### config.mk
export PLATFORM = sky130hd
export DESIGN_NAME = btn_debounce
export DESIGN_NICKNAME = d
export VERILOG_FILES = /design/src/rtl/btn_debounce_pkg.sv /design/src/rtl/btn_debounce_chan.sv /design/src/rtl/btn_debounce.sv
export SDC_FILE = /design/constraint.sdc
export NUM_CORES = 1
export LEC_CHECK = 0
export CORE_AREA = 2 2 186 170
export DETAILED_ROUTE_END_ITERATION = 12
export DIE_AREA = 0 0 188 172
export PLACE_DENSITY_LB_ADDON = 0.2
export SYNTH_ARGS = -nofsm -noshare
export SYNTH_HDL_FRONTEND = slang
export SYNTH_HIERARCHICAL = 1
export SYNTH_SLANG_ARGS = --single-unit
### constraint.sdc
create_clock -name clk -period 5.64 [get_ports clk]
set_input_delay 0.846 -clock clk [delete_from_list [all_inputs] [get_ports clk]]
set_output_delay 0.846 -clock clk [all_outputs]
set_load 0.05 [all_outputs]
### src/rtl/btn_debounce_pkg.sv
// Shared definitions for the button debouncer.
//   rpt_state_e : auto-repeat FSM states (IDLE, DELAY, REPEAT)
//   DB_CNT_W    : debounce counter width (DEBOUNCE_CYCLES < 2^20)
//   RPT_CNT_W   : repeat counter width (repeat periods < 2^24)
package btn_debounce_pkg;

  typedef enum logic [1:0] {
    IDLE   = 2'd0,
    DELAY  = 2'd1,
    REPEAT = 2'd2
  } rpt_state_e;

  localparam int unsigned DB_CNT_W  = 20;
  localparam int unsigned RPT_CNT_W = 24;

endpackage

### src/rtl/btn_debounce_chan.sv
// One independent button channel: two-flop synchronizer, debounce counter,
// edge pulses and the auto-repeat FSM. All outputs are registered.
// Ports:
//   clk_i     : system clock (rising edge)
//   rst_i     : asynchronous active-high reset
//   btn_i     : raw, possibly bouncing button input (1 = pressed)
//   level_o   : debounced button state
//   press_o   : one-cycle pulse in the first cycle level_o is high
//   release_o : one-cycle pulse in the first cycle level_o is low
//   repeat_o  : one-cycle auto-repeat pulse while the button is held
module btn_debounce_chan
  import btn_debounce_pkg::*;
#(
  parameter int unsigned DEBOUNCE_CYCLES     = 160000,
  parameter int unsigned REPEAT_DELAY_CYCLES = 8000000,
  parameter int unsigned REPEAT_RATE_CYCLES  = 2000000
) (
  input  logic clk_i,
  input  logic rst_i,
  input  logic btn_i,
  output logic level_o,
  output logic press_o,
  output logic release_o,
  output logic repeat_o
);

  // Compare against limit-1: the counter "reaches" the limit on the edge
  // where it would have been incremented to it, and clears instead.
  localparam logic [DB_CNT_W-1:0]  DB_LAST  = DB_CNT_W'(DEBOUNCE_CYCLES - 1);
  localparam logic [RPT_CNT_W-1:0] RD_LAST  = RPT_CNT_W'(REPEAT_DELAY_CYCLES - 1);
  localparam logic [RPT_CNT_W-1:0] RR_LAST  = RPT_CNT_W'(REPEAT_RATE_CYCLES - 1);

  logic                 sync1_q, sync2_q;
  logic [DB_CNT_W-1:0]  db_cnt_q, db_cnt_d;
  logic                 level_q, level_d;
  logic                 press_q, release_q, repeat_q;
  logic                 rise_s, fall_s;
  rpt_state_e           state_q;
  logic [RPT_CNT_W-1:0] rpt_cnt_q;

  // Debounce next-state: count cycles the synchronized input disagrees
  always_comb begin
    db_cnt_d = db_cnt_q;
    level_d  = level_q;
    if (sync2_q == level_q) begin
      db_cnt_d = '0;
    end else if (db_cnt_q == DB_LAST) begin
      level_d  = ~level_q;
      db_cnt_d = '0;
    end else begin
      db_cnt_d = db_cnt_q + DB_CNT_W'(1);
    end
  end

  assign rise_s = level_d & ~level_q;
  assign fall_s = ~level_d & level_q;

  // Synchronizer, debounce state and edge pulses
  always_ff @(posedge clk_i or posedge rst_i) begin
    if (rst_i) begin
      sync1_q   <= 1'b0;
      sync2_q   <= 1'b0;
      db_cnt_q  <= '0;
      level_q   <= 1'b0;
      press_q   <= 1'b0;
      release_q <= 1'b0;
    end else begin
      sync1_q   <= btn_i;
      sync2_q   <= sync1_q;
      db_cnt_q  <= db_cnt_d;
      level_q   <= level_d;
      press_q   <= rise_s;
      release_q <= fall_s;
    end
  end

  // Auto-repeat FSM; a level fall wins over everything so no repeat pulse
  // can land in the release cycle, and a rise restarts the delay.
  always_ff @(posedge clk_i or posedge rst_i) begin
    if (rst_i) begin
      state_q   <= IDLE;
      rpt_cnt_q <= '0;
      repeat_q  <= 1'b0;
    end else begin
      repeat_q <= 1'b0;
      if (fall_s) begin
        state_q   <= IDLE;
        rpt_cnt_q <= '0;
      end else if (rise_s) begin
        state_q   <= DELAY;
        rpt_cnt_q <= '0;
      end else begin
        case (state_q)
          IDLE: begin
            rpt_cnt_q <= '0;
          end
          DELAY: begin
            if (rpt_cnt_q == RD_LAST) begin
              state_q   <= REPEAT;
              rpt_cnt_q <= '0;
              repeat_q  <= 1'b1;
            end else begin
              rpt_cnt_q <= rpt_cnt_q + RPT_CNT_W'(1);
            end
          end
          REPEAT: begin
            if (rpt_cnt_q == RR_LAST) begin
              rpt_cnt_q <= '0;
              repeat_q  <= 1'b1;
            end else begin
              rpt_cnt_q <= rpt_cnt_q + RPT_CNT_W'(1);
            end
          end
          default: begin
            state_q   <= IDLE;
            rpt_cnt_q <= '0;
          end
        endcase
      end
    end
  end

  assign level_o   = level_q;
  assign press_o   = press_q;
  assign release_o = release_q;
  assign repeat_o  = repeat_q;

endmodule

### src/rtl/btn_debounce.sv
// Multi-channel button debouncer with press/release pulses and auto-repeat.
// Channels are fully independent; simultaneous events appear together.
// Ports:
//   clk         : system clock (rising edge)
//   rst         : asynchronous active-high reset
//   btn         : raw button inputs, NUM_BTN wide, 1 = pressed
//   btn_level   : debounced registered button state
//   btn_press   : one-cycle pulse per channel when btn_level rises
//   btn_release : one-cycle pulse per channel when btn_level falls
//   btn_repeat  : one-cycle auto-repeat pulse per channel while held
module btn_debounce #(
  parameter int unsigned NUM_BTN             = 4,
  parameter int unsigned DEBOUNCE_CYCLES     = 160000,
  parameter int unsigned REPEAT_DELAY_CYCLES = 8000000,
  parameter int unsigned REPEAT_RATE_CYCLES  = 2000000
) (
  input  logic               clk,
  input  logic               rst,
  input  logic [NUM_BTN-1:0] btn,
  output logic [NUM_BTN-1:0] btn_level,
  output logic [NUM_BTN-1:0] btn_press,
  output logic [NUM_BTN-1:0] btn_release,
  output logic [NUM_BTN-1:0] btn_repeat
);

  for (genvar g = 0; g < NUM_BTN; g++) begin : g_chan
    btn_debounce_chan #(
      .DEBOUNCE_CYCLES     (DEBOUNCE_CYCLES),
      .REPEAT_DELAY_CYCLES (REPEAT_DELAY_CYCLES),
      .REPEAT_RATE_CYCLES  (REPEAT_RATE_CYCLES)
    ) u_chan (
      .clk_i     (clk),
      .rst_i     (rst),
      .btn_i     (btn[g]),
      .level_o   (btn_level[g]),
      .press_o   (btn_press[g]),
      .release_o (btn_release[g]),
      .repeat_o  (btn_repeat[g])
    );
  end

endmodule
## Yosys cells after proc, flatten, opt, wreduce, memory -nomap -nowiden

Index checks and enable logic that the tools add are counted.

- Register bits after elaboration: 208
- Bits in latches: 0
- RAM bits: 0
- Memory bits (read-only): 0
- Bits of input ports: 6
- Output and inout bits: 16
- Memories: 0

- $add $sub $neg: 8
- $mul: 0
- Div/mod/pow operators: 0
- Magnitude comparators: 0
- Equality and inequality tests: 32
- Shift operators: 0
- Mux-type cells: 72
- Bitwise operators: 16
- Reductions and logical operators: 12

Operator list:

| kind | number |
|---|---|
| 24-bit two-way mux | 16 |
| 24-bit case mux with 2 select lines | 4 |
| 20-bit two-way mux | 8 |
| 24-bit by 1-bit adder with 24-bit output (second input constant) | 4 |
| 24-bit by 21-bit == test with 1-bit output (second input constant) | 4 |
| 24-bit by 23-bit == test with 1-bit output (second input constant) | 4 |
| 20-bit by 1-bit adder with 20-bit output (second input constant) | 4 |
| 20-bit by 18-bit == test with 1-bit output (second input constant) | 4 |
| 1-bit two-way mux | 24 |
| 2-bit two-way mux | 12 |
| 4-bit by 1-bit inequality test with 1-bit output (second input constant) | 4 |
| 2-bit case mux with 2 select lines | 4 |
| 3-bit by 1-bit inequality test with 1-bit output (second input constant) | 4 |
| 1-bit bitwise AND | 8 |
| 2-bit by 1-bit == test with 1-bit output (second input constant) | 4 |
| 2-bit == test (second input constant) | 4 |
| 2-bit logical NOT | 4 |
| 1-bit NOT | 8 |
| 1-bit case mux with 2 select lines | 4 |
| 2-bit AND reduction | 4 |
| 2-bit OR reduction | 4 |
| 1-bit == test | 4 |

## Longest topological paths before layout

Gate-level depths: netlist (run 1).

- Depth in word-level cells: 7
- Gate-level depth with buffers: 12

## Hierarchy

Netlist (run 1), hierarchy kept.

Modules (own cells, without submodules):

| module | times used | cells an instance | area an instance (µm²) | sequential area each (µm²) |
|---|---|---|---|---|
| btn_debounce_chan at g_chan[0].u_chan ... | 3 | 256 | 2566.2 | 1301.2 |
| btn_debounce_chan at g_chan[3].u_chan | 1 | 280 | 2849.0 | 1301.2 |

## Worst setup path after synthesis (run 1)

No wires, ideal clock.

- Kind: reg-to-reg
- Start: register g_chan[3].u_chan.db_cnt_q[0]
- End: register g_chan[3].u_chan.rpt_cnt_q[18]
- Library setup time: 0.104 ns
- Arrival: 2.469 ns
- Required time: 5.536 ns
- Slack: 3.067 ns
- Cell stages (with the launch flop): 12
- Buffers on the path: 2
- Clock period less this slack: 2.573 ns
- Path through: dfrtp_1 > ha_1 > and3_1 > clkbuf_1 > nand3_1 > nor2_1 > mux2_2 > ha_1 > nor2_1 > nand2_1 > clkbuf_1 > a221oi_1

- Word-level cells in the longest chain between the ends: 6
- Elaborated cells on any way between the ends: 8

RTL lines:

| element | RTL line | source |
|---|---|---|
| start, declared | btn_debounce_chan.sv:34 | `logic [DB_CNT_W-1:0] db_cnt_q, db_cnt_d;` |
| start signal, assigned | btn_debounce_chan.sv:70 | `db_cnt_q <= db_cnt_d;` |
| 20-bit by 18-bit == test with 1-bit output | btn_debounce_chan.sv:47 | `end else if (db_cnt_q == DB_LAST) begin` |
| 1-bit two-way mux | btn_debounce_chan.sv:47 |  |
| 1-bit two-way mux | btn_debounce_chan.sv:45 | `if (sync2_q == level_q) begin` |
| net g_chan[3].u_chan.level_d | btn_debounce_chan.sv:35 | `logic level_q, level_d;` |
| 1-bit bitwise AND | btn_debounce_chan.sv:55 | `assign rise_s = level_d & ~level_q;` |
| net g_chan[3].u_chan.rise_s | btn_debounce_chan.sv:37 | `logic rise_s, fall_s;` |
| 24-bit two-way mux | btn_debounce_chan.sv:89 | `end else if (rise_s) begin` |
| 24-bit two-way mux | btn_debounce_chan.sv:86 | `if (fall_s) begin` |
| end signal, assigned | btn_debounce_chan.sv:103 | `rpt_cnt_q <= rpt_cnt_q + RPT_CNT_W'(1);` |
| end signal, assigned | btn_debounce_chan.sv:111 | `rpt_cnt_q <= rpt_cnt_q + RPT_CNT_W'(1);` |
| end, declared | btn_debounce_chan.sv:39 | `logic [RPT_CNT_W-1:0] rpt_cnt_q;` |

The timed path passes the listed nets, and every way through them passes these cells.
A chain may end at the register's enable or synchronous reset.

## Worst setup path in the final report (run 1)

- Start: register g_chan[3].u_chan.db_cnt_q[0]
- End: register g_chan[3].u_chan.rpt_cnt_q[6]

Same word-level chain as after synthesis.

==> impl_results.html, run 1 <==
<table>
<tr><th>Metric</th><th>Value</th></tr>
<tr><th colspan="2">Job</th></tr>
<tr><td>Maximum Capacitance Violations</td><td>0</td></tr>
<tr><th colspan="2">Final layout</th></tr>
<tr><td>Diode insertion count for antenna repair</td><td>0</td></tr>
<tr><td>Share of cells above drive strength 1</td><td>under 10%</td></tr>
<tr><td>Cell area after layout</td><td>12000 um2</td></tr>
<tr><td>Core Util, Final</td><td>39.4%</td></tr>
<tr><td>Non-filler cells in the finished layout</td><td>1506</td></tr>
<tr><td>Fin nets</td><td>about 1100</td></tr>
<tr><td>Synthesis-to-finish area growth</td><td>13.6%</td></tr>
<tr><td>Combined flip-flop and latch cell area</td><td>roughly 5200 um2</td></tr>
<tr><td>Filler Cell Count</td><td>2962</td></tr>
<tr><td>Area taken by multi-input logic gates</td><td>5010 um2</td></tr>
<tr><th colspan="2">STA</th></tr>
<tr><td>Setup clock skew after layout</td><td>0.0144 ns</td></tr>
<tr><td>Number of failing hold endpoints at the final stage</td><td>0</td></tr>
<tr><td>Worst hold-check slack</td><td>roughly 0.35 ns</td></tr>
<tr><td>Unrepaired setup endpoints after global routing</td><td>false</td></tr>
<tr><td>Least-Margin Pin Slew</td><td>~1.1 ns</td></tr>
<tr><td>Number of setup violations in the final report</td><td>0</td></tr>
<tr><td>Tmin final</td><td>between 3 and 4 ns</td></tr>
<tr><td>Max Slew Vio Count</td><td>0</td></tr>
<tr><td>Setup Total Neg Slack</td><td>0 ns</td></tr>
<tr><td>Upper clock frequency limit</td><td>306 MHz</td></tr>
<tr><td>Fraction of the cycle the final worst path needs</td><td>57.9%</td></tr>
<tr><td>Worst slew margin</td><td>about a quarter</td></tr>
<tr><th colspan="2">Synthesis</th></tr>
<tr><td>Synthesis Warnings</td><td>6</td></tr>
<tr><td>Mapped Nets</td><td>1082</td></tr>
<tr><td>Number of register bits inferred by synthesis</td><td>208</td></tr>
<tr><td>Distinct cells, synth</td><td>58</td></tr>
<tr><td>Total standard cell area after synthesis</td><td>roughly 11000 um2</td></tr>
<tr><td>Area share of the largest cell type after synthesis</td><td>49.3%</td></tr>
<tr><td>Biggest area consumer among synthesized cells</td><td>dfrtp_1</td></tr>
<tr><td>Number of synthesized flops with an enable pin</td><td>0</td></tr>
<tr><td>Synthesized instance count</td><td>about 1000</td></tr>
<tr><td>Biggest area contributors in the synthesized netlist</td><td>dfrtp_1 (49%), xor2_1 (7.0%), nor2_1 (6.6%)</td></tr>
<tr><td>Fraction of the yosys area taken by sequential cells</td><td>49.3%</td></tr>
<tr><td>Post-synthesis area per instance</td><td>10.1 um2</td></tr>
<tr><td>Dominant synthesized flop cell</td><td>dfrtp_1</td></tr>
<tr><td>Share of synthesized flip-flops with an asynchronous set or reset</td><td>100%</td></tr>
<tr><th colspan="2">Clock network</th></tr>
<tr><td>Reg clk slew, reported paths</td><td>around 0.060 ns</td></tr>
<tr><td>Worst-skew pair later-pin latency</td><td>0.52 ns</td></tr>
<tr><td>Post-CTS Hold Fix Bufs</td><td>0</td></tr>
<tr><td>CTS Buf Count</td><td>25</td></tr>
<tr><td>Sinks on the clock net</td><td>approximately 210</td></tr>
<tr><td>Master cell of the clock root buffer</td><td>clkbuf_16</td></tr>
<tr><td>Number of gates given a new drive strength after cts</td><td>0</td></tr>
<tr><td>Clock buffer depth</td><td>3</td></tr>
<tr><td>H-Tree Depth</td><td>1</td></tr>
<tr><td>CTS tree</td><td>built</td></tr>
<tr><td>Setup fix buffers added after clock tree synthesis</td><td>0</td></tr>
<tr><th colspan="2">Route</th></tr>
<tr><td>DRC violation count after routing</td><td>0</td></tr>
<tr><td>Average wire per standard cell</td><td>13.6 um</td></tr>
<tr><td>First DRT Iteration DRCs</td><td>338</td></tr>
<tr><td>Drt total wl</td><td>slightly above 20000 um</td></tr>
<tr><td>Detailed Routing Iterations Pass 1</td><td>4</td></tr>
<tr><td>Antenna Violating Nets Remaining</td><td>0</td></tr>
<tr><td>Total via count in the routed design</td><td>7417</td></tr>
<tr><td>Via count normalized by instance count</td><td>4.92</td></tr>
<tr><th colspan="2">Floorplan</th></tr>
<tr><td>Starting Density</td><td>34.6%</td></tr>
<tr><td>Standard-cell row count</td><td>61</td></tr>
<tr><td>Die width</td><td>188 um</td></tr>
<tr><td>Number of top-level pins</td><td>22</td></tr>
<tr><td>Die area</td><td>roughly 32000 um2</td></tr>
<tr><td>Area of the placeable core</td><td>30500 um2</td></tr>
<tr><td>Chip Height</td><td>approximately 170 um</td></tr>
<tr><th colspan="2">Placement</th></tr>
<tr><td>DPL Wire Length</td><td>~13000 um</td></tr>
<tr><td>Area after DPL</td><td>11100 um2</td></tr>
<tr><td>Number of placed instances, taps included</td><td>1460</td></tr>
<tr><td>Placer Congestion</td><td>0.793</td></tr>
<tr><td>Number of port buffers</td><td>21</td></tr>
<tr><th colspan="2">Worst setup path</th></tr>
<tr><td>WS Path Type</td><td>reg2reg</td></tr>
<tr><td>Worst endpoint required time</td><td>6.09 ns</td></tr>
<tr><td>Setup slack of the most critical reg-to-reg path</td><td>2.38 ns</td></tr>
<tr><td>Worst Setup End Kind</td><td>register</td></tr>
<tr><td>Arrival time worst endpoint</td><td>3.71 ns</td></tr>
<tr><td>CP Launch Type</td><td>register</td></tr>
<tr><td>Worst Path Max Fanout</td><td>25</td></tr>
<tr><th colspan="2">Power</th></tr>
<tr><td>Worst supply voltage drop on vdd</td><td>0.194 mV</td></tr>
<tr><td>Proportion of total power due to net switching</td><td>21.5%</td></tr>
<tr><td>Leakage power figure</td><td>4.85 nW</td></tr>
<tr><td>Reg power frac</td><td>a little under half</td></tr>
<tr><td>Comb power frac</td><td>under 10%</td></tr>
<tr><td>Internal Pwr Total</td><td>2.51 mW</td></tr>
<tr><td>Ratio of total power to cell area</td><td>267 nW/um2</td></tr>
<tr><td>Net Switching</td><td>between 0.6 and 0.7 mW</td></tr>
<tr><td>Part of the total power dissipated in the clock network</td><td>between 50 and 60%</td></tr>
<tr><th colspan="2">Global routing</th></tr>
<tr><td>Number of global-route vias before repair</td><td>7349</td></tr>
<tr><td>Initial antenna violation count</td><td>0</td></tr>
<tr><td>Global-route wire length before repair</td><td>~36000 um</td></tr>
<tr><td>Pin count of the biggest net entering global routing</td><td>53</td></tr>
<tr><td>Residual overflow from global routing</td><td>0</td></tr>
<tr><td>Global-route total usage across every layer</td><td>13.1%</td></tr>
<tr><th colspan="2">Run status</th></tr>
<tr><td>Run status</td><td>complete, no violations</td></tr>
<tr><th colspan="2">Hold path</th></tr>
<tr><td>Kind of path behind the tightest hold check</td><td>reg2reg</td></tr>
</table>
[path summary, 6_finish.rpt]
path | start | end | depth (start not counted)
max in group asynchronous | rst | g_chan[3].u_chan/rpt_cnt_q[20]$_DFF_PP0_ | 3
min in group asynchronous | rst | g_chan[3].u_chan/db_cnt_q[16]$_DFF_PP0_ | 3
setup reg to reg | g_chan[3].u_chan/db_cnt_q[0]$_DFF_PP0_ | g_chan[3].u_chan/rpt_cnt_q[6]$_DFF_PP0_ | 10
hold reg to reg | g_chan[0].u_chan/sync1_q$_DFF_PP0_ | g_chan[0].u_chan/sync2_q$_DFF_PP0_ | 0
hold / removal | g_chan[0].u_chan/sync1_q$_DFF_PP0_ | g_chan[0].u_chan/sync2_q$_DFF_PP0_ | 0
setup / recovery | g_chan[3].u_chan/db_cnt_q[0]$_DFF_PP0_ | g_chan[3].u_chan/rpt_cnt_q[6]$_DFF_PP0_ | 10
[Yosys cell counts (3+ instances only)]
| cell | number |
|---|---|
| a211oi_1 | 15 |
| a21oi_1 | 14 |
| a221oi_1 | 6 |
| a22oi_1 | 3 |
| a2bb2oi_4 | 3 |
| a31o_2 | 3 |
| a31oi_1 | 4 |
| and2_1 | 7 |
| and3_1 | 39 |
| and4_1 | 14 |
| buf_2 | 4 |
| buf_4 | 5 |
| buf_6 | 8 |
| clkbuf_1 | 6 |
| dfrtp_1 | 208 |
| ha_1 | 28 |
| inv_1 | 43 |
| mux2i_1 | 4 |
| nand2_1 | 53 |
| nand3_1 | 79 |
| nand4_1 | 44 |
| nand4_2 | 3 |
| nor2_1 | 186 |
| nor3_1 | 14 |
| nor3b_1 | 3 |
| nor4_1 | 32 |
| nor4_2 | 3 |
| nor4b_1 | 4 |
| nor4b_2 | 3 |
| o2111ai_1 | 4 |
| o21ai_0 | 8 |
| o2bb2ai_1 | 3 |
| o31ai_1 | 3 |
| or2_2 | 4 |
| or3_1 | 11 |
| or4_1 | 5 |
| or4_4 | 5 |
| xnor2_1 | 62 |
| xor2_1 | 84 |
[power by group through the flow]
stage                     logic, mW  registers, mW  clock network, mW
after global routing         0.0703           1.51               1.75
after global placement       0.0625           1.54                  0
after floorplan              0.0431           1.54                  0
after detailed placement     0.0627           1.54                  0
after CTS                    0.0630           1.51               1.70
final                        0.0586           1.51               1.63
[cell usage in the layout, fill, tap and decap left out, types with 14 or more instances in the layout]
cell             synthesis  layout
xor2_1                  84      84
nor4_1                  32      32
nor3_1                  14      14
a21oi_1                 14      14
nand4_1                 44      44
a211oi_1                15      15
xnor2_1                 62      62
and3_1                  39      39
ha_1                    28      28
nor2_1                 186     186
dfrtp_1                208     208
nand2_1                 53      53
inv_1                   43      39
clkbuf_16                0      25
and4_1                  14      14
clkdlybuf4s50_1          0      21
nand3_1                 79      79
[cells by family after synthesis]
family	share of synthesized area, %
AOI/OAI and AO/OA	6.01
adders and majority gates	3.32
and+or+nand+nor	25.6
muxes	0.486
buffers and inverters	3.14
xor gates and xnor gates	12.1
DFF	49.3
[worst max-delay path, cell delays in order (launching register included)]
cell and delay [ns]:
dfrtp_1 0.40, ha_1 0.19, and3_1 0.29, nand3_1 0.17, nor2_1 0.20, mux2_2 0.37
ha_1 0.21, nor2_1 0.17, nand2_1 0.59, a311o_1 0.50, a21oi_1 0.12
[metal layers]
metal  vias up  part of all wire, %  global-route usage (%)
met5         -                    0                       0
met4         0                  2.1                    3.63
met3        28                  2.7                    2.05
met2        62                   43                    20.7
met1      3572                   52                    18.6
li1       3755                    -                       -
[layout make-up]
class / count / share of cell area (%)
Clock inverter: 11 / 0.960
Inverter: 43 / 1.35
Clock buffer: 35 / 6.12
Timing Repair Buffer: 26 / 2.07
Sequential cell: 208 / 43.4
Tap cell: 409 / 4.27
Multi-Input combinational cell: 774 / 41.8
[stage by stage]
| stage | power (mW) | worst slack (ns) |
|---|---|---|
| after CTS | 3.27 | 2.35 |
| after detailed placement | 1.60 | 2.39 |
| after floorplan | 1.58 | 3.07 |
| final | 3.20 | 2.38 |
| after global placement | 1.60 | 2.42 |
| after global routing | 3.33 | 2.11 |
[flip-flops by register name, indices dropped and copies added (netlist names)]
register,cells
g_chan.u_chan/db_cnt_q,80
g_chan.u_chan/level_o,4
g_chan.u_chan/press_o,4
g_chan.u_chan/release_o,4
g_chan.u_chan/repeat_o,4
g_chan.u_chan/rpt_cnt_q,96
g_chan.u_chan/state_q,8
g_chan.u_chan/sync1_q,4
g_chan.u_chan/sync2_q,4
(Power assumes the default switching activity.)
==> run 2: changes to the inputs <==
clock period = 3.3 ns   (was 5.64 ns; I/O delays follow)
==> impl_results.html, run 2 (same netlist as run 1, synthesis figures left out) <==
<table>
<tr><th>Metric</th><th>Value</th></tr>
<tr><th colspan="2">STA</th></tr>
<tr><td>Number of failing hold endpoints at the final stage</td><td>0 (unchanged)</td></tr>
<tr><td>Setup clock skew after layout</td><td>0.0183 ns (+0.00391 ns)</td></tr>
<tr><td>Fraction of the cycle the final worst path needs</td><td>88.9% (+31 points)</td></tr>
<tr><td>Tmin final</td><td>2.93 ns (-0.332 ns)</td></tr>
<tr><td>Number of setup violations in the final report</td><td>0 (unchanged)</td></tr>
<tr><td>Least-Margin Pin Slew</td><td>0.799 ns (-0.302 ns)</td></tr>
<tr><td>Unrepaired setup endpoints after global routing</td><td>false</td></tr>
<tr><td>Setup Total Neg Slack</td><td>0 ns (unchanged)</td></tr>
<tr><td>Upper clock frequency limit</td><td>341 MHz (+11%)</td></tr>
<tr><td>Max Slew Vio Count</td><td>0 (unchanged)</td></tr>
<tr><td>Worst slew margin</td><td>46.2% (+20 points)</td></tr>
<tr><th colspan="2">Final layout</th></tr>
<tr><td>Synthesis-to-finish area growth</td><td>14.2%</td></tr>
<tr><td>Share of cells above drive strength 1</td><td>8.42% (+0.40 points)</td></tr>
<tr><td>Combined flip-flop and latch cell area</td><td>5200 um2 (unchanged)</td></tr>
<tr><td>Top flop regs</td><td>g_chan.u_chan/rpt_cnt_q: 96 flops, g_chan.u_chan/db_cnt_q: 80 flops, g_chan.u_chan/state_q: 8 flops</td></tr>
<tr><td>Core Util, Final</td><td>39.6% (+0.21 points)</td></tr>
<tr><td>Filler Cell Count</td><td>2954 (-0.27%)</td></tr>
<tr><td>Diode insertion count for antenna repair</td><td>0 (unchanged)</td></tr>
<tr><td>Area taken by multi-input logic gates</td><td>5010 um2 (unchanged)</td></tr>
<tr><td>Leading cell type in the layout, fill and taps excluded</td><td>dfrtp_1</td></tr>
<tr><td>Number of flip-flops under the largest register name</td><td>96 (unchanged)</td></tr>
<tr><td>Commonest non-fill, non-tap cells in the layout</td><td>dfrtp_1 (208), nor2_1 (186), xor2_1 (84)</td></tr>
<tr><td>Register containing the most flip-flops in the final layout</td><td>g_chan.u_chan/rpt_cnt_q</td></tr>
<tr><td>Fin nets</td><td>1120 (+0.72%)</td></tr>
<tr><th colspan="2">Route</th></tr>
<tr><td>Detailed Routing Iterations Pass 1</td><td>4 (unchanged)</td></tr>
<tr><td>Antenna Violating Nets Remaining</td><td>0 (unchanged)</td></tr>
<tr><td>Average wire per standard cell</td><td>13.7 um (+0.71%)</td></tr>
<tr><td>DRC violation count after routing</td><td>0 (unchanged)</td></tr>
<tr><td>Drt total wl</td><td>20700 um (+1.2%)</td></tr>
<tr><td>Total via count in the routed design</td><td>7500 (+1.1%)</td></tr>
<tr><td>Via count normalized by instance count</td><td>4.96 (+0.65%)</td></tr>
<tr><td>First DRT Iteration DRCs</td><td>373 (+10%)</td></tr>
<tr><th colspan="2">Power</th></tr>
<tr><td>Internal Pwr Total</td><td>4.30 mW (+71%)</td></tr>
<tr><td>Comb power frac</td><td>1.9% (about the same)</td></tr>
<tr><td>Reg power frac</td><td>47.3% (about the same)</td></tr>
<tr><td>Ratio of total power to cell area</td><td>453 nW/um2 (+70%)</td></tr>
<tr><td>Leakage power figure</td><td>4.88 nW (+0.52%)</td></tr>
<tr><td>Net Switching</td><td>1.16 mW (+68%)</td></tr>
<tr><td>Proportion of total power due to net switching</td><td>21.2% (-0.26 points)</td></tr>
<tr><td>Worst supply voltage drop on vdd</td><td>0.338 mV (+74%)</td></tr>
<tr><td>Part of the total power dissipated in the clock network</td><td>50.8% (-0.2 points)</td></tr>
<tr><th colspan="2">Global routing</th></tr>
<tr><td>Number of global-route vias before repair</td><td>7298 (-0.69%)</td></tr>
<tr><td>Residual overflow from global routing</td><td>0 (unchanged)</td></tr>
<tr><td>Pin count of the biggest net entering global routing</td><td>53 (unchanged)</td></tr>
<tr><td>Global-route total usage across every layer</td><td>13.2% (+0.18 points)</td></tr>
<tr><td>Initial antenna violation count</td><td>0 (unchanged)</td></tr>
<tr><td>Global-route wire length before repair</td><td>36500 um (+1.5%)</td></tr>
<tr><th colspan="2">Floorplan</th></tr>
<tr><td>Die width</td><td>188 um (unchanged)</td></tr>
<tr><td>Starting Density</td><td>34.6% (unchanged)</td></tr>
<tr><td>Area of the placeable core</td><td>30500 um2 (unchanged)</td></tr>
<tr><td>Number of top-level pins</td><td>22 (unchanged)</td></tr>
<tr><td>Chip Height</td><td>172 um (unchanged)</td></tr>
<tr><td>Standard-cell row count</td><td>61 (unchanged)</td></tr>
<tr><td>Die area</td><td>32300 um2 (unchanged)</td></tr>
<tr><th colspan="2">Clock network</th></tr>
<tr><td>Clock buffer depth</td><td>3 (unchanged)</td></tr>
<tr><td>H-Tree Depth</td><td>1 (unchanged)</td></tr>
<tr><td>CTS tree</td><td>built</td></tr>
<tr><td>Worst-skew pair later-pin latency</td><td>0.52 ns (about the same)</td></tr>
<tr><td>Number of gates given a new drive strength after cts</td><td>0 (unchanged)</td></tr>
<tr><td>Post-CTS Hold Fix Bufs</td><td>0 (unchanged)</td></tr>
<tr><td>Master cell of the clock root buffer</td><td>clkbuf_16</td></tr>
<tr><td>Setup fix buffers added after clock tree synthesis</td><td>0 (unchanged)</td></tr>
<tr><td>CTS Buf Count</td><td>25 (unchanged)</td></tr>
<tr><td>Sinks on the clock net</td><td>208 (unchanged)</td></tr>
<tr><td>Reg clk slew, reported paths</td><td>0.06 ns (about the same)</td></tr>
<tr><th colspan="2">Placement</th></tr>
<tr><td>DPL Wire Length</td><td>13800 um (+4.3%)</td></tr>
<tr><td>Number of port buffers</td><td>21 (unchanged)</td></tr>
<tr><td>Placer Congestion</td><td>0.781 (-1.5%)</td></tr>
<tr><th colspan="2">Run status</th></tr>
<tr><td>Run status</td><td>complete, no violations</td></tr>
<tr><th colspan="2">Worst setup path</th></tr>
<tr><td>Delay of the slowest cell on the worst path</td><td>0.39 ns (-0.20 ns)</td></tr>
<tr><td>Family with the most delay on the worst path</td><td>simple AND/OR/NAND/NOR gates</td></tr>
<tr><td>Cell chain of the critical path</td><td>ha_1, and3_1, nand3_1, nor2_1, mux2_2, ha_1, nor2_1, nand2_1, buf_4, a221oi_1</td></tr>
<tr><td>Worst Setup End Kind</td><td>register</td></tr>
<tr><td>CP Launch Type</td><td>register</td></tr>
<tr><td>Crit-path slowest cell</td><td>dfrtp_1</td></tr>
<tr><td>Count of buffering cells on the critical path with inverters included</td><td>1 (+1)</td></tr>
<tr><td>Arrival time worst endpoint</td><td>3.34 ns (-0.37 ns)</td></tr>
<tr><td>WS Path Type</td><td>reg2reg</td></tr>
<tr><td>Worst Path Max Fanout</td><td>15 (-40%)</td></tr>
<tr><td>Worst endpoint required time</td><td>3.71 ns (-2.38 ns)</td></tr>
<tr><th colspan="2">Job</th></tr>
<tr><td>Maximum Capacitance Violations</td><td>0 (unchanged)</td></tr>
<tr><th colspan="2">Hold path</th></tr>
<tr><td>Kind of path behind the tightest hold check</td><td>reg2reg</td></tr>
</table>
==> run 2: changes by cell type in the layout (fill, tap and decap cells not counted) <==
| cell | delta |
|---|---|
| clkbuf_1 | +2 |
| clkinv_2 | -3 |
| buf_4 | +7 |
| inv_6 | -1 |
| buf_12 | +1 |
| clkinvlp_4 | +1 |
==> run 2: layout make-up <==
type / instances / area share (%)
flip-flops and latches: 208 / 43.2
multi-input cells: 774 / 41.6
clock buffers: 37 / 6.15
well taps: 409 / 4.25
repair buffers: 34 / 2.66
inverters: 43 / 1.34
clock inverters: 8 / 0.820
==> run 2: path summary, 6_finish.rpt <==
kind	depth (start not counted)	slack, ns	endpoint	from
max	10	0.37	g_chan[3].u_chan/rpt_cnt_q[15]$_DFF_PP0_	g_chan[3].u_chan/db_cnt_q[0]$_DFF_PP0_
min in group asynchronous	2	0.41	g_chan[2].u_chan/rpt_cnt_q[19]$_DFF_PP0_	rst
max reg2reg	10	0.37	g_chan[3].u_chan/rpt_cnt_q[15]$_DFF_PP0_	g_chan[3].u_chan/db_cnt_q[0]$_DFF_PP0_
max in group asynchronous	3	2.15	g_chan[0].u_chan/rpt_cnt_q[0]$_DFF_PP0_	rst
min	0	0.34	g_chan[0].u_chan/sync2_q$_DFF_PP0_	g_chan[0].u_chan/sync1_q$_DFF_PP0_
min reg2reg	0	0.34	g_chan[0].u_chan/sync2_q$_DFF_PP0_	g_chan[0].u_chan/sync1_q$_DFF_PP0_
==> run 2: power by group through the flow <==
stage / Clock, mW / Sequential [mW] / Combinational [mW]
global route: 3.00 / 2.58 / 0.124
floorplan: 0 / 2.63 / 0.0737
CTS: 2.88 / 2.58 / 0.112
global placement: 0 / 2.63 / 0.111
finish: 2.77 / 2.58 / 0.104
detailed placement: 0 / 2.63 / 0.112
==> run 2: stage by stage <==
step / power [mW] / hold slack, ns / worst slack (ns) / cell area, um2 / std cells
floorplan: 2.70 / 0.331 / 0.727 / 10500 / 1048
global placement: 2.74 / 0.335 / 0.438 / 11200 / 1468
detailed placement: 2.74 / 0.336 / 0.338 / 11200 / 1468
CTS: 5.58 / 0.339 / 0.329 / 12000 / 1513
global route: 5.71 / 0.357 / 0.0778 / 12000 / 1513
finish: 5.46 / 0.339 / 0.368 / 12000 / 1513
==> run 2: worst register-to-register path, stage by stage, from the launching register on <==
cell and delay (ns):
dfrtp_1 0.39, ha_1 0.19, and3_1 0.27, nand3_1 0.16
nor2_1 0.21, mux2_2 0.37, ha_1 0.21, nor2_1 0.16
nand2_1 0.32, buf_4 0.32, a221oi_1 0.22
==> run 2: metal layers <==
layer | part of all wire [%] | global-route usage [%]
met5 | 0 | 0
met4 | 2.2 | 3.70
met3 | 2.6 | 1.99
met2 | 44 | 20.9
met1 | 51 | 18.9
==> run 3: changes to the inputs <==
clock period = 3.6 ns   (was 3.3 ns; I/O delays follow)
==> impl_results.html, run 3 (same netlist as run 1, synthesis figures left out) <==
<table>
<tr><th>Metric</th><th>Value</th></tr>
<tr><th colspan="2">STA</th></tr>
<tr><td>Fraction of the cycle the final worst path needs</td><td>81.1% (-7.8 points)</td></tr>
<tr><td>Setup slack after layout</td><td>0.682 ns (+0.314 ns)</td></tr>
<tr><td>Number of failing hold endpoints at the final stage</td><td>0 (unchanged)</td></tr>
<tr><td>Unrepaired setup endpoints after global routing</td><td>false</td></tr>
<tr><td>Setup clock skew after layout</td><td>0.0114 ns (-0.00689 ns)</td></tr>
<tr><td>Least-Margin Pin Slew</td><td>0.796 ns (-0.00367 ns)</td></tr>
<tr><td>Setup Total Neg Slack</td><td>0 ns (unchanged)</td></tr>
<tr><td>Tmin final</td><td>2.92 ns (-0.0138 ns)</td></tr>
<tr><td>Worst hold-check slack</td><td>0.343 ns (+0.00392 ns)</td></tr>
<tr><td>Number of setup violations in the final report</td><td>0 (unchanged)</td></tr>
<tr><td>Upper clock frequency limit</td><td>343 MHz (+0.47%)</td></tr>
<tr><td>Max Slew Vio Count</td><td>0 (unchanged)</td></tr>
<tr><td>Worst slew margin</td><td>46.5% (+0.25 points)</td></tr>
<tr><th colspan="2">Global routing</th></tr>
<tr><td>Pin count of the biggest net entering global routing</td><td>40 (-25%)</td></tr>
<tr><td>Residual overflow from global routing</td><td>0 (unchanged)</td></tr>
<tr><td>Initial antenna violation count</td><td>0 (unchanged)</td></tr>
<tr><td>Number of global-route vias before repair</td><td>7404 (+1.5%)</td></tr>
<tr><td>Global-route wire length before repair</td><td>36500 um (about the same)</td></tr>
<tr><td>Global-route total usage across every layer</td><td>13.3% (+0.044 points)</td></tr>
<tr><th colspan="2">Clock network</th></tr>
<tr><td>Master cell of the clock root buffer</td><td>clkbuf_16</td></tr>
<tr><td>Worst-skew pair later-pin latency</td><td>0.53 ns (about the same)</td></tr>
<tr><td>Post-CTS Hold Fix Bufs</td><td>0 (unchanged)</td></tr>
<tr><td>H-Tree Depth</td><td>1 (unchanged)</td></tr>
<tr><td>Reg clk slew, reported paths</td><td>0.06 ns (about the same)</td></tr>
<tr><td>CTS Buf Count</td><td>25 (unchanged)</td></tr>
<tr><td>Sinks on the clock net</td><td>208 (unchanged)</td></tr>
<tr><td>Clock buffer depth</td><td>3 (unchanged)</td></tr>
<tr><td>Number of gates given a new drive strength after cts</td><td>0 (unchanged)</td></tr>
<tr><td>CTS tree</td><td>built</td></tr>
<tr><td>Setup fix buffers added after clock tree synthesis</td><td>0 (unchanged)</td></tr>
<tr><th colspan="2">Power</th></tr>
<tr><td>Reg power frac</td><td>47.8% (+0.5 points)</td></tr>
<tr><td>Ratio of total power to cell area</td><td>414 nW/um2 (-8.5%)</td></tr>
<tr><td>Proportion of total power due to net switching</td><td>21.6% (+0.34 points)</td></tr>
<tr><td>Worst supply voltage drop on vdd</td><td>0.282 mV (-16%)</td></tr>
<tr><td>Internal Pwr Total</td><td>3.89 mW (-9.6%)</td></tr>
<tr><td>Net Switching</td><td>1.07 mW (-7.7%)</td></tr>
<tr><td>Comb power frac</td><td>1.9% (about the same)</td></tr>
<tr><td>Leakage power figure</td><td>4.84 nW (-0.84%)</td></tr>
<tr><td>Part of the total power dissipated in the clock network</td><td>50.4% (-0.4 points)</td></tr>
<tr><td>Power Total</td><td>4.96 mW (-9.2%)</td></tr>
<tr><th colspan="2">Worst setup path</th></tr>
<tr><td>RR Endpoint</td><td>g_chan[3].u_chan/rpt_cnt_q[17]$_DFF_PP0_</td></tr>
<tr><td>Worst R2R Start</td><td>g_chan[3].u_chan/db_cnt_q[0]$_DFF_PP0_</td></tr>
<tr><td>Count of cells along the worst register-to-register path</td><td>10 (unchanged)</td></tr>
<tr><td>Worst Path Max Fanout</td><td>18 (+3)</td></tr>
<tr><td>Critical path startpoint</td><td>g_chan[3].u_chan/db_cnt_q[0]$_DFF_PP0_</td></tr>
<tr><td>Worst endpoint required time</td><td>4.01 ns (+0.30 ns)</td></tr>
<tr><td>Worst Setup End Kind</td><td>register</td></tr>
<tr><td>Arrival time worst endpoint</td><td>3.33 ns (about the same)</td></tr>
<tr><td>Setup slack of the most critical reg-to-reg path</td><td>0.68 ns (+0.31 ns)</td></tr>
<tr><td>CP Launch Type</td><td>register</td></tr>
<tr><td>Endpoint of the worst setup timing path</td><td>g_chan[3].u_chan/rpt_cnt_q[17]$_DFF_PP0_</td></tr>
<tr><td>WS Path Type</td><td>reg2reg</td></tr>
<tr><th colspan="2">Route</th></tr>
<tr><td>DRC violation count after routing</td><td>0 (unchanged)</td></tr>
<tr><td>Detailed Routing Iterations Pass 1</td><td>4 (unchanged)</td></tr>
<tr><td>First DRT Iteration DRCs</td><td>398 (+6.7%)</td></tr>
<tr><td>Average wire per standard cell</td><td>13.8 um (+0.81%)</td></tr>
<tr><td>Total via count in the routed design</td><td>7542 (+0.56%)</td></tr>
<tr><td>Drt total wl</td><td>20800 um (+0.41%)</td></tr>
<tr><td>Via count normalized by instance count</td><td>5.00 (+0.96%)</td></tr>
<tr><td>Antenna Violating Nets Remaining</td><td>0 (unchanged)</td></tr>
<tr><th colspan="2">Final layout</th></tr>
<tr><td>Register containing the most flip-flops in the final layout</td><td>g_chan.u_chan/rpt_cnt_q</td></tr>
<tr><td>Synthesis-to-finish area growth</td><td>13.4%</td></tr>
<tr><td>Core Util, Final</td><td>39.3% (-0.29 points)</td></tr>
<tr><td>Share of cells above drive strength 1</td><td>7.74% (-0.68 points)</td></tr>
<tr><td>Diode insertion count for antenna repair</td><td>0 (unchanged)</td></tr>
<tr><td>Commonest non-fill, non-tap cells in the layout</td><td>dfrtp_1 (208), nor2_1 (186), xor2_1 (84)</td></tr>
<tr><td>Number of flip-flops under the largest register name</td><td>96 (unchanged)</td></tr>
<tr><td>Leading cell type in the layout, fill and taps excluded</td><td>dfrtp_1</td></tr>
<tr><td>Top flop regs</td><td>g_chan.u_chan/rpt_cnt_q: 96 flops, g_chan.u_chan/db_cnt_q: 80 flops, g_chan.u_chan/state_q: 8 flops</td></tr>
<tr><td>Fin nets</td><td>1115 (-0.45%)</td></tr>
<tr><td>Filler Cell Count</td><td>3007 (+1.8%)</td></tr>
<tr><th colspan="2">Run status</th></tr>
<tr><td>Run status</td><td>complete, no violations</td></tr>
<tr><th colspan="2">Hold path</th></tr>
<tr><td>Kind of path behind the tightest hold check</td><td>reg2reg</td></tr>
<tr><th colspan="2">Floorplan</th></tr>
<tr><td>Chip Height</td><td>172 um (unchanged)</td></tr>
<tr><td>Standard-cell row count</td><td>61 (unchanged)</td></tr>
<tr><td>Starting Density</td><td>34.6% (unchanged)</td></tr>
<tr><td>Die width</td><td>188 um (unchanged)</td></tr>
<tr><td>Area of the placeable core</td><td>30500 um2 (unchanged)</td></tr>
<tr><td>Number of top-level pins</td><td>22 (unchanged)</td></tr>
<tr><td>Die area</td><td>32300 um2 (unchanged)</td></tr>
<tr><th colspan="2">Placement</th></tr>
<tr><td>Worst slack, placed</td><td>0.645 ns (+0.307 ns)</td></tr>
<tr><td>DPL Wire Length</td><td>13700 um (-0.52%)</td></tr>
<tr><td>Placer Congestion</td><td>0.745 (-4.7%)</td></tr>
<tr><td>Number of port buffers</td><td>21 (unchanged)</td></tr>
<tr><th colspan="2">Job</th></tr>
<tr><td>Maximum Capacitance Violations</td><td>0 (unchanged)</td></tr>
</table>
[run 3: final cells by class]
cell class                 count  area [um2]  area share (%)
sequential                   208        5200            43.5
multi-input combinational    774        5010            41.9
clock buffer                  33         666            5.56
tap                          409         512            4.28
timing repair buffer          29         270            2.26
inverter                      43         161            1.35
clock inverter                11         136            1.14
[run 3: power groups by stage]
stage	Combinational [mW]	Clock, mW	Sequential [mW]
finish	0.0936	2.50	2.37
global route	0.112	2.69	2.37
CTS	0.0997	2.60	2.37
detailed placement	0.0994	0	2.41
global placement	0.0996	0	2.41
floorplan	0.0676	0	2.41
[run 3: layer usage]
metal  up-vias  part of all wire (%)  global-route usage (%)
li1       3759                     -                       -
met1      3666                    50                    18.7
met2        86                    44                    21.1
met3        31                   3.2                    2.17
met4         0                   2.3                    3.77
met5         -                     0                       0
[run 3: worst max-delay path, cell delays in order (launching register included)]
cell and delay, ns:
dfrtp_1 0.39, ha_1 0.19, and3_1 0.29, nand3_1 0.17, nor2_1 0.22, mux2_2 0.38, ha_1 0.22, nor2_1 0.16
nand2_1 0.25, buf_4 0.29, a221oi_1 0.24
[run 3: worst min-delay path by stage]
stage                                            start  depth (start not counted)                                  to  slack (ns)
floorplan           g_chan[0].u_chan/sync1_q$_DFF_PP0_                          0  g_chan[0].u_chan/sync2_q$_DFF_PP0_        0.33
global placement    g_chan[3].u_chan/sync1_q$_DFF_PP0_                          0  g_chan[3].u_chan/sync2_q$_DFF_PP0_        0.33
detailed placement  g_chan[3].u_chan/sync1_q$_DFF_PP0_                          0  g_chan[3].u_chan/sync2_q$_DFF_PP0_        0.34
CTS                 g_chan[0].u_chan/sync1_q$_DFF_PP0_                          0  g_chan[0].u_chan/sync2_q$_DFF_PP0_        0.35
global route        g_chan[0].u_chan/sync1_q$_DFF_PP0_                          0  g_chan[0].u_chan/sync2_q$_DFF_PP0_        0.36
finish              g_chan[0].u_chan/sync1_q$_DFF_PP0_                          0  g_chan[0].u_chan/sync2_q$_DFF_PP0_        0.34
[run 3: stage by stage]
step / cells / cell area (um2)
finish: 1507 / 12000
global placement: 1463 / 11200
global route: 1507 / 12000
floorplan: 1048 / 10500
detailed placement: 1463 / 11200
CTS: 1507 / 12000
